--- src/rtl/inst_fetch_ctrl.sv ---
// Instruction fetch controller: two-beat read of the word pair at Addr/Addr+4 with ack timeout.
// Optional one-entry line buffer (1-cycle hit path) enabled by defining IFC_LINE_BUF_EN.
module inst_fetch_ctrl #(
  parameter int ADDR_W      = 32,
  parameter int DATA_W      = 32,
  parameter int ACK_TIMEOUT = 64
) (
  input  logic              Clk,
  input  logic              Rst,
  input  logic              Req,
  input  logic [ADDR_W-1:0] Req_Addr,
  input  logic              Flush,
  output logic [DATA_W-1:0] Inst1_Data,
  output logic [DATA_W-1:0] Inst2_Data,
  output logic              Resp_Ready,
  output logic              Resp_Err,
  output logic              Mem_Rd,
  output logic [ADDR_W-1:0] Mem_Addr,
  input  logic [DATA_W-1:0] Mem_Rdata,
  input  logic              Mem_Ack
);

  localparam int CNT_W = $clog2(ACK_TIMEOUT + 1);

  typedef enum logic [2:0] {IDLE, RD0, RD1, DONE, ERR} state_t;

  state_t            state_q;
  logic [DATA_W-1:0] inst1_q, inst2_q, word0_q;
  logic [ADDR_W-1:0] mem_addr_q;
  logic              mem_rd_q, resp_ready_q, resp_err_q, abort_q;
  logic [CNT_W-1:0]  cnt_q;

`ifdef IFC_LINE_BUF_EN
  logic              buf_valid_q;
  logic [ADDR_W-3:0] tag_q, pend_tag_q;
  logic [DATA_W-1:0] buf0_q, buf1_q;
`endif

  logic [ADDR_W-1:0] req_aligned_d, addr_inc_d;
  logic [CNT_W-1:0]  cnt_inc_d;
  logic              timeout_d, abort_d, ack_d, hit_d;

  always_comb begin
    req_aligned_d = Req_Addr & ~ADDR_W'(3);
    addr_inc_d    = mem_addr_q + ADDR_W'(4);
    cnt_inc_d     = cnt_q + CNT_W'(1);
    timeout_d     = (cnt_inc_d == CNT_W'(ACK_TIMEOUT));
    // A Flush landing on the final ack still suppresses the response.
    abort_d       = abort_q | Flush;
    ack_d         = Mem_Ack & mem_rd_q;
`ifdef IFC_LINE_BUF_EN
    hit_d         = buf_valid_q && (req_aligned_d[ADDR_W-1:2] == tag_q);
`else
    hit_d         = 1'b0;
`endif
  end

  always_ff @(posedge Clk) begin
    if (Rst) begin
      state_q      <= IDLE;
      inst1_q      <= '0;
      inst2_q      <= '0;
      word0_q      <= '0;
      mem_addr_q   <= '0;
      mem_rd_q     <= 1'b0;
      resp_ready_q <= 1'b0;
      resp_err_q   <= 1'b0;
      abort_q      <= 1'b0;
      cnt_q        <= '0;
`ifdef IFC_LINE_BUF_EN
      buf_valid_q  <= 1'b0;
      tag_q        <= '0;
      pend_tag_q   <= '0;
      buf0_q       <= '0;
      buf1_q       <= '0;
`endif
    end else begin
      resp_ready_q <= 1'b0;
      resp_err_q   <= 1'b0;
      case (state_q)
        IDLE: begin
          if (Req && !Flush) begin
            if (hit_d) begin
`ifdef IFC_LINE_BUF_EN
              inst1_q      <= buf0_q;
              inst2_q      <= buf1_q;
`endif
              resp_ready_q <= 1'b1;
              state_q      <= DONE;
            end else begin
              mem_addr_q <= req_aligned_d;
              mem_rd_q   <= 1'b1;
              cnt_q      <= '0;
`ifdef IFC_LINE_BUF_EN
              pend_tag_q <= req_aligned_d[ADDR_W-1:2];
`endif
              state_q    <= RD0;
            end
          end
        end
        RD0, RD1: begin
          if (Flush) abort_q <= 1'b1;
          // An ack in the limit cycle takes priority over the timeout.
          if (ack_d) begin
            cnt_q <= '0;
            if (state_q == RD0) begin
              word0_q    <= Mem_Rdata;
              mem_addr_q <= addr_inc_d;
              state_q    <= RD1;
            end else begin
              mem_rd_q <= 1'b0;
              if (!abort_d) begin
                inst1_q      <= word0_q;
                inst2_q      <= Mem_Rdata;
                resp_ready_q <= 1'b1;
`ifdef IFC_LINE_BUF_EN
                buf0_q       <= word0_q;
                buf1_q       <= Mem_Rdata;
                tag_q        <= pend_tag_q;
                buf_valid_q  <= 1'b1;
`endif
              end
              state_q <= DONE;
            end
          end else if (timeout_d) begin
            cnt_q      <= cnt_inc_d;
            mem_rd_q   <= 1'b0;
            resp_err_q <= 1'b1;
            state_q    <= ERR;
          end else begin
            cnt_q <= cnt_inc_d;
          end
        end
        DONE: begin
          abort_q <= 1'b0;
          state_q <= IDLE;
        end
        ERR: begin
          abort_q <= 1'b0;
`ifdef IFC_LINE_BUF_EN
          buf_valid_q <= 1'b0;
`endif
          state_q <= IDLE;
        end
        default: state_q <= IDLE;
      endcase
    end
  end

  assign Inst1_Data = inst1_q;
  assign Inst2_Data = inst2_q;
  assign Resp_Ready = resp_ready_q;
  assign Resp_Err   = resp_err_q;
  assign Mem_Rd     = mem_rd_q;
  assign Mem_Addr   = mem_addr_q;

endmodule

--- config.mk ---
export PLATFORM = sky130hd
export DESIGN_NAME = inst_fetch_ctrl
export DESIGN_NICKNAME = d
export VERILOG_FILES = /design/src/rtl/inst_fetch_ctrl.sv
export SDC_FILE = /design/constraint.sdc
export NUM_CORES = 1
export LEC_CHECK = 0
export ABC_AREA = 1
export CORE_AREA = 2 2 112 114
export DETAILED_ROUTE_END_ITERATION = 8
export DIE_AREA = 0 0 114 116
export PLACE_DENSITY = 0.84
export SLEW_MARGIN = 20
export SYNTH_ARGS = -nofsm -noshare
export SYNTH_HDL_FRONTEND = slang
export SYNTH_SLANG_ARGS = --single-unit
--- constraint.sdc ---
create_clock -name Clk -period 3.7 [get_ports Clk]
set_clock_uncertainty 0.05 [all_clocks]
set_input_delay 0.74 -clock Clk [delete_from_list [all_inputs] [get_ports Clk]]
set_output_delay 0.74 -clock Clk [all_outputs]
set_load 0.02 [all_outputs]
==> summary.md, run 1 <==
| Metric | Value |
|---|---|
| Run status | completed |
| Largest net degree at the start of global routing | 73 |
| # setup viols final | 0 |
| YS warnings | 0 |
| Die area | 13200 um2 |
| Peak supply drop | 362 uV |
| Buf/Inv on CP | 2 |
| Tightest Pin Transition | 917 ps |
| Area leader, netlist | dfxtp_1 |
| Critical Path RT | 3900 ps |
| Post-DP HPWL | 11.2 mm |
| Grt ovf | 0 |
| Post-Synth XOR/XNOR Area | 0.715% |
| Clk pin slew, worst setup/hold paths | 60 ps |
| Critical Path End Type | flop |
| Biggest cell delay along the critical path | 480 ps |
| Comb power frac | 27.0% |
| CP Launch Type | flop |
| Total GRT Usage | 26.3% |
| Starting density of the core | 51.4% |
| Crit share post-route | 65.8% |
| RSZ-0062 raised after global routing | no |
| Area grow syn2layout | 36.4% |
| Layout Nets | 1101 |
| Max Transition Viols Final | 0 |
| Final wirelength | 17.4 mm |
| Lkg Pwr | 3.23 nW |
| First-pass GRT wire length | 27.9 mm |
| Simple-gate share of the synthesized area | 29.8% |
| CP Cell Sequence | nand2_1 -> nand2_1 -> nor2_4 -> buf_4 -> nand2_1 -> nand3_1 -> inv_1 -> o21ai_0 -> a31oi_1 |
| CTS tree | built |
| Die width | 114 um |
| Setup bufs post-CTS | 0 |
| Pwr dens | 592 nW/um2 |
| Gp weighted congestion | 0.925 |
| Vias in the first global route | 5856 |
| Main combinational cell family by area after synthesis | simple AND/OR/NAND/NOR gates |
| Crit-path max FO | 57 |
| Post-route DRC violation count | 0 |
| Hold wc startpoint | word0_q[24] |
| HP Class | reg2reg |
| Final min period | 2440 ps |
| CORE AREA | 11900 um2 |
| Share of the synthesized area in the top cell type | 45.7% |
| DR pass1 iterations | 5 |
| Avg WL per Cell | 14.6 um |
| Compound-Gate Fraction of Synth Area | 16.9% |
| Longest Clk Path Bufs | 2 |
| DR vias/cell | 5.28 |
| Endpoints failing hold | 0 |
| Seq/Total Area, Yosys | 45.7% |
| R2R Path Start | state_q[0] |
| Clock Tree Root | clkbuf_16 |
| # hold bufs at CTS | 0 |
| PostCTS Resize Cnt | 0 |
| Adder-Cell Fraction of Synth Area | 0.408% |
| Worst-Skew Late Latency | 420 ps |
| Max-cap violations | 0 |
| Synth area leaders | dfxtp_1, nor2_1, nand2_1 |
| Sequential share of power | 38.4% |
| Total power | 4.95 mW |
| Critical path launch point | state_q[0] |
| Max frequency | 410 MHz |
| Mux contribution to synthesized area | 0% |
| CTS Buf Count | 17 |
| Routed Antenna Nets | 0 |
| Syn Inst Count | 889 |
| Slew headroom | 38.8% |
| CP max stage cell | buf_4 |
| Post-Synthesis Cell Area | 6130 um2 |
| Row cnt | 40 |
| Synth unique cells | 29 |
| Net Sw Frac | 33.0% |
| Final setup TNS | 0 ps |
| Worst Setup Path Type | reg2reg |
| # port buffers | 163 |
| CP most frequent cell | nand2_1 |
| DR vias | 6287 |
| Int Power | 3.31 mW |
| Clk sinks | 140 |
| Ant. Diodes | 0 |
| Post-synthesis register bit count | 140 |
| Crit path arrival time | 2640 ps |
| Chip Height | 116 um |
| Starting DRC count in detailed routing | 573 |
| Layout cells sized above 1 | 4.51% |
| Ports | 168 |
| Psw | 1.63 mW |
| Clock power share | 34.7% |
| CP top delay family | buffers and inverters |
| Htree depth | 4 |
| Initial antenna violation count | 0 |
| Avg Inst Size Synth | 6.89 um2 |
==> layer usage <==
| metal | GRT usage, % | routed length [um] | share of wire [%] | vias to the layer above |
|---|---|---|---|---|
| met1 | 32.7 | 7360 | 42 | 2860 |
| met3 | 8.21 | 1360 | 7.8 | 24 |
| met4 | 8.94 | 260 | 1.5 | 0 |
| met2 | 43.6 | 8420 | 48 | 239 |
| li1 | - | - | - | 3164 |
| met5 | 0 | 0 | 0 | - |
==> worst register-to-register path: cells and delay by family, from the launching register on <==
kind	cells	cell delay, ps
buffers and inverters	2	760
AOI/OAI and AO/OA	2	480
and+or+nand+nor	5	630
DFF	1	350
==> cells in the mapped netlist, drive strengths merged <==
library cell and n:
clkbuf 24, conb 1, o21bai 1, o21ai 118, a21oi 70, or2 4
xnor2 1, ha 2, nor3 3, o31ai 1, nand2 168, o211ai 5
dfxtp 140, a31oi 2, nand4 2, nand3b 13, inv 38, nand3 30
o21a 2, o22ai 2, xor2 4, nor2 233, buf 25
==> area by class of cell <==
cell class / count / area, um2
fillers: 1003 / 3550
multi-input cells: 663 / 2940
flip-flops and latches: 140 / 2800
repair buffers: 170 / 1700
clock buffers: 22 / 454
well taps: 147 / 184
inverters: 38 / 143
clock inverters: 10 / 140
==> registers in the layout (all words and copies together), names as in the netlist <==
name,cells
state_q,3
word0_q,32
abort_q,1
Mem_Addr,30
Mem_Rd,1
Resp_Err,1
Inst2_Data,32
Resp_Ready,1
Inst1_Data,32
cnt_q,7
==> placed cells by master (no fill, tap or decap), types with 2 or more instances in the layout <==
cell type,n
o21ai_1,30
o211ai_1,5
clkdlybuf4s50_1,163
nand3_1,30
clkbuf_16,17
xor2_1,4
a31oi_1,2
inv_1,33
a21oi_1,70
or2_2,4
bufinv_16,3
nor2_1,230
buf_4,6
nand3b_1,13
nor2_4,3
dfxtp_1,140
o21a_1,2
o21ai_0,88
nand2_1,168
inv_2,5
clkinv_2,2
clkinvlp_4,3
nor3_1,3
conb_1,2
nand4_1,2
o22ai_1,2
ha_1,2
clkbuf_1,4
==> metrics by stage <==
step                hold WS [ps]  util, %  instance area [um2]  std cells  worst slack (ps)
global placement             389     65.2                 7760       1158              1060
floorplan                    380        -                 6130        890              1890
finish                       399     70.2                 8360       1190              1260
global route                 421     70.2                 8360       1190              1040
detailed placement           395     65.2                 7760       1158              1060
CTS                          404     70.2                 8360       1190              1330
==> power groups by stage <==
| stage | Clock (mW) | Combinational, mW | Sequential, mW |
|---|---|---|---|
| 2_1_floorplan | 0 | 0.696 | 2.03 |
| 3_3_place_gp | 0 | 1.30 | 1.91 |
| 3_5_place_dp | 0 | 1.32 | 1.92 |
| 4_1_cts | 1.74 | 1.33 | 1.89 |
| 5_1_grt | 1.80 | 1.46 | 1.92 |
| 6_report | 1.72 | 1.33 | 1.90 |
==> final timing paths <==
path / depth (start not counted) / to / slack, ps
setup / recovery: 9 / Mem_Addr[2] / 1260
hold / removal: 2 / word0_q[24] / 400
setup reg to reg: 9 / Mem_Addr[2] / 1260
hold reg to reg: 2 / word0_q[24] / 400
==> kinds of logic after synthesis <==
logic type      Yosys count
other cells               1
buf+inv                  87
xor+xnor                  5
simple gates            453
flops                   140
fa+ha+maj                 2
compound gates          201
Note: power is estimated with default switching activity, not from simulation.
==> run 2, diff against run 1 <==
--- a/config.mk
+++ b/config.mk
@@ -6,10 +6,10 @@
 export NUM_CORES = 1
 export LEC_CHECK = 0
 export ABC_AREA = 1
-export CORE_AREA = 2 2 112 114
+export CORE_AREA = 2 2 122 124
 export DETAILED_ROUTE_END_ITERATION = 8
-export DIE_AREA = 0 0 114 116
-export PLACE_DENSITY = 0.84
+export DIE_AREA = 0 0 124 126
+export PLACE_DENSITY = 0.75
 export SLEW_MARGIN = 20
 export SYNTH_ARGS = -nofsm -noshare
 export SYNTH_HDL_FRONTEND = slang
==> constraint.sdc (replaced) <==
create_clock -name Clk -period 2.1 [get_ports Clk]
set_clock_uncertainty 0.05 [all_clocks]
set_input_delay 0.42 -clock Clk [delete_from_list [all_inputs] [get_ports Clk]]
set_output_delay 0.42 -clock Clk [all_outputs]
set_load 0.02 [all_outputs]
==> run 2 against run 1 <==
Utilization shrank 9.4 points. Sequential cell count did not move. Worst setup slack worse by 1200 ps. Count of clock-buffer cells in the layout fell by 3. Critical path depth fell by 8. First-iteration DRC count shrank 23%. Combinational power increased by 92%. Clock power up 82%. Register-to-register slack worse by 980 ps.
==> summary.md, run 2 (same netlist as run 1, synthesis figures left out) <==
| Metric | Value |
|---|---|
| Run status | completed |
| Comb power frac | 28.3% |
| First-pass GRT wire length | 28.3 mm |
| Peak supply drop | 674 uV |
| Critical path launch point | Mem_Addr[12] |
| Starting DRC count in detailed routing | 439 |
| Worst hold slack | 404 ps |
| RSZ-0062 raised after global routing | no |
| Pwr dens | 1040 nW/um2 |
| # setup viols final | 0 |
| R2R setup slack | 280 ps |
| Vias in the first global route | 5797 |
| Worst Setup Path Type | reg2out |
| Clock power share | 34.8% |
| Post-Place Worst Slack | 2.90 ps |
| CTS tree | built |
| Hold wc startpoint | word0_q[29] |
| HP Class | reg2reg |
| Gp weighted congestion | 0.908 |
| Cell count along the critical path | 1 |
| DR pass1 iterations | 7 |
| Grt ovf | 0 |
| Crit-path max FO | 5 |
| CP top delay family | buffers and inverters |
| Multi-input gate area | 2940 um2 |
| Worst Reg-to-Reg Cells | 10 |
| Int Power | 6.03 mW |
| CTS Buf Count | 17 |
| Worst setup path endpoint | Mem_Addr[12] |
| Chip Height | 126 um |
| Critical Path RT | 1630 ps |
| Post-route cell area | 8690 um2 |
| # hold bufs at CTS | 0 |
| Sequential share of power | 36.9% |
| Htree depth | 4 |
| Ports | 168 |
| Commonest non-fill, non-tap cells in the layout | nor2_1, nand2_1, clkdlybuf4s50_1 |
| Lkg Pwr | 3.40 nW |
| Worst r2r dst | Mem_Addr[30] |
| Largest net degree at the start of global routing | 84 |
| Post-layout util | 60.7% |
| Post-DP HPWL | 11.8 mm |
| Critical Path End Type | output pin |
| Fill count | 1285 |
| Die width | 124 um |
| Layout cells sized above 1 | 6.77% |
| # port buffers | 163 |
| CP Launch Type | flop |
| Final wirelength | 17.2 mm |
| Initial antenna violation count | 1 |
| Net Sw Frac | 33.0% |
| Biggest cell delay along the critical path | 660 ps |
| Sequential cell area | 2800 um2 |
| Worst-Skew Late Latency | 420 ps |
| Crit share post-route | 95.6% |
| Cell area after placement | 8080 um2 |
| Area grow syn2layout | 41.9% |
| Most common cell after layout, fill and taps aside | nor2_1 |
| Clk sinks | 140 |
| Final setup TNS | 0 ps |
| CORE AREA | 14300 um2 |
| Psw | 2.97 mW |
| Crit path arrival time | 1540 ps |
| Total GRT Usage | 22.7% |
| Max frequency | 498 MHz |
| Avg WL per Cell | 13.8 um |
| Max-cap violations | 0 |
| Setup WS post-layout | 91.7 ps |
| Clk pin slew, worst setup/hold paths | 60 ps |
| DR vias/cell | 4.99 |
| CP Cell Sequence | clkdlybuf4s50_1 |
| DR vias | 6236 |
| Endpoints failing hold | 0 |
| Row cnt | 44 |
| CP max stage cell | clkdlybuf4s50_1 |
| Post-route DRC violation count | 0 |
| Longest Clk Path Bufs | 2 |
| Die area | 15600 um2 |
| Clock Tree Root | clkbuf_16 |
| Buf/Inv on CP | 1 |
| Routed Antenna Nets | 0 |
| Starting density of the core | 42.8% |
| Final min period | 2010 ps |
| Layout Nets | 1123 |
| R2R Path Start | Mem_Addr[3] |
| Max Transition Viols Final | 0 |
[run 2: worst min path at each step]
stage | to | slack, ps | cells past startpoint
after global routing | word0_q[25] | 420 | 2
after floorplan | Inst1_Data[19] | 380 | 2
final | word0_q[29] | 400 | 2
after global placement | word0_q[29] | 390 | 2
after detailed placement | word0_q[24] | 390 | 2
after CTS | Inst1_Data[29] | 400 | 2
[run 2: per-layer routing]
metal  vias to the layer above  share of wire [%]  track usage (%)
met5                         -                  0                0
li1                       3208                  -                -
met4                         0                2.4             9.65
met2                       199                 46             35.5
met1                      2797                 44             29.7
met3                        32                6.9             5.84
[run 2: through the flow]
| stage | power [mW] | cells |
|---|---|---|
| after floorplan | 4.80 | 890 |
| after global placement | 5.89 | 1217 |
| after detailed placement | 5.91 | 1217 |
| after CTS | 9.03 | 1248 |
| after global routing | 9.47 | 1249 |
| final | 9.00 | 1249 |
[run 2: layout make-up]
class                           instances  share of cell area, %
Antenna cell                            1                 0.0288
Clock buffer                           19                   5.21
Clock inverter                         12                   1.84
Inverter                               38                   1.64
Multi-Input combinational cell        663                   33.8
Sequential cell                       140                   32.2
Tap cell                              184                   2.65
Timing Repair Buffer                  192                   22.6
[run 2: power by group through the flow]
stage / logic (mW) / clock network (mW) / registers [mW]
6_report: 2.55 / 3.13 / 3.32
5_1_grt: 2.82 / 3.29 / 3.36
4_1_cts: 2.55 / 3.16 / 3.32
3_5_place_dp: 2.54 / 0 / 3.37
3_3_place_gp: 2.52 / 0 / 3.37
2_1_floorplan: 1.23 / 0 / 3.57
[run 2: repair_timing]
action                                  in CTS  in global routing
setup buffers                                0                  0
resized for setup                            0                  1
endpoints found under the setup margin       0                  1
hold endpoints to repair                     0                  0
==> run 3, diff against run 2 <==
--- a/config.mk
+++ b/config.mk
@@ -6,9 +6,10 @@
 export NUM_CORES = 1
 export LEC_CHECK = 0
 export ABC_AREA = 1
-export CORE_AREA = 2 2 122 124
+export CORE_AREA = 8 8 128 130
+export CTS_CLUSTER_SIZE = 8
 export DETAILED_ROUTE_END_ITERATION = 8
-export DIE_AREA = 0 0 124 126
+export DIE_AREA = 0 0 136 138
 export PLACE_DENSITY = 0.75
 export SLEW_MARGIN = 20
 export SYNTH_ARGS = -nofsm -noshare
==> run 3 against run 2 <==
Hold slack lost 6.6 ps. Total power decreased by 2.5%. First-iteration DRC count is 6.8% lower. Routed wire length increased by 5.7%. Non-clock buffer count down 8. Die area grew 20%. Cell area fell by 1.5%. Combinational power hardly changed. Maximum frequency decreased by 1.2%. Utilization fell by 0.91 points. Sequential cell count unchanged.
==> summary.md, run 3 (same netlist as run 1, synthesis figures left out) <==
| Metric | Value |
|---|---|
| Run status | completed |
| Net Sw Frac | 34.4% |
| Initial antenna violation count | 1 |
| Clock Tree Root | clkbuf_16 |
| Clock power share | 33.1% |
| CORE AREA | 14300 um2 |
| Die width | 136 um |
| Peak supply drop | 590 uV |
| Setup WS post-layout | 68.2 ps |
| Row cnt | 44 |
| CP top delay family | buffers and inverters |
| Vias in the first global route | 5940 |
| Int Power | 5.75 mW |
| CTS Buf Count | 17 |
| Sequential share of power | 37.9% |
| Post-Place Worst Slack | 46.3 ps |
| CTS tree | built |
| First-pass GRT wire length | 30.1 mm |
| Post-DP HPWL | 12.8 mm |
| HP Class | reg2reg |
| Max-cap violations | 0 |
| Biggest cell delay along the critical path | 670 ps |
| Crit path arrival time | 1560 ps |
| Commonest non-fill, non-tap cells in the layout | nor2_1, nand2_1, clkdlybuf4s50_1 |
| CP Cell Sequence | clkdlybuf4s50_1 |
| Non-Filler Instances | 1241 |
| Htree depth | 4 |
| Crit-path max FO | 5 |
| Endpoints failing hold | 0 |
| # hold bufs at CTS | 0 |
| Layout Nets | 1115 |
| Buf/Inv on CP | 1 |
| Ports | 168 |
| Post-route DRC violation count | 0 |
| Layout cells sized above 1 | 6.06% |
| Starting DRC count in detailed routing | 409 |
| Most common cell after layout, fill and taps aside | nor2_1 |
| Lkg Pwr | 3.31 nW |
| Starting density of the core | 42.8% |
| Max Transition Viols Final | 0 |
| DR pass1 iterations | 5 |
| CP Launch Type | flop |
| R2R setup slack | 250 ps |
| Max frequency | 492 MHz |
| Final min period | 2030 ps |
| Grt ovf | 0 |
| Chip Height | 138 um |
| CP max stage cell | clkdlybuf4s50_1 |
| # port buffers | 163 |
| PostCTS Resize Cnt | 0 |
| Final wirelength | 18.2 mm |
| Avg WL per Cell | 14.7 um |
| Longest Clk Path Bufs | 2 |
| Psw | 3.02 mW |
| Gp weighted congestion | 0.936 |
| DR vias/cell | 5.00 |
| Worst-Skew Late Latency | 420 ps |
| Largest net degree at the start of global routing | 77 |
| Clk pin slew, worst setup/hold paths | 60 ps |
| Comb power frac | 29.0% |
| # setup viols final | 0 |
| Routed Antenna Nets | 0 |
| RSZ-0062 raised after global routing | no |
| Worst Setup Path Type | reg2out |
| Cells after DPL | 1209 |
| Clk sinks | 140 |
| DR vias | 6200 |
| Pwr dens | 1020 nW/um2 |
| Critical Path RT | 1630 ps |
| Die area | 18800 um2 |
| Final setup TNS | 0 ps |
| Area grow syn2layout | 39.7% |
| Crit share post-route | 96.8% |
| Critical Path End Type | output pin |
| Total GRT Usage | 19.4% |
| Setup bufs post-CTS | 0 |
==> run 3: cell count changes in the layout (fill, tap and decap cells not counted), sizes merged <==
cell | previous run | this run
buf | 29 | 21
bufinv | 3 | 1
clkinvlp | 3 | 5
inv | 42 | 44
clkbuf | 19 | 18
clkdlybuf4s50 | 162 | 163
clkinv | 2 | 1
dlymetal6s2s | 1 | 0
==> run 3: final timing paths <==
kind	start	to	cells after the start
setup / recovery	Mem_Addr[13]	Mem_Addr[13]	1
hold / removal	word0_q[21]	Inst1_Data[21]	2
setup reg to reg	Mem_Addr[3]	Mem_Addr[14]	9
hold reg to reg	word0_q[21]	Inst1_Data[21]	2
==> run 3: metal layers <==
metal  GRT usage [%]  vias to the layer above  share of wire, %
met3            6.74                       28               8.3
li1                -                     3191                 -
met5               0                        -                 0
met4            7.81                        0               2.1
met2            30.3                      195                47
met1            23.8                     2786                43
==> run 3: power by group through the flow <==
stage / combinational (mW) / sequential [mW] / clock, mW
after floorplan: 1.23 / 3.57 / 0
after global placement: 2.52 / 3.36 / 0
after detailed placement: 2.54 / 3.37 / 0
after CTS: 2.56 / 3.32 / 2.95
after global routing: 2.80 / 3.36 / 3.07
final: 2.54 / 3.33 / 2.91
==> run 3: final cells by class <==
cell class	instances	area, um2
fill	1344	5750
sequential	140	2800
clock buffer	18	439
clock inverter	13	131
tap	184	230
multi-input combinational	663	2940
timing repair buffer	184	1880
inverter	38	143
antenna	1	2.50
==> run 3: metrics by stage <==
stage,power (mW),hold slack [ps],utilization [%],area (um2)
after global placement,5.88,388,55.8,7990
after CTS,8.82,400,59.8,8560
after detailed placement,5.91,393,55.8,7990
after floorplan,4.80,380,-,6130
final,8.77,397,59.8,8560
after global routing,9.23,412,59.8,8560
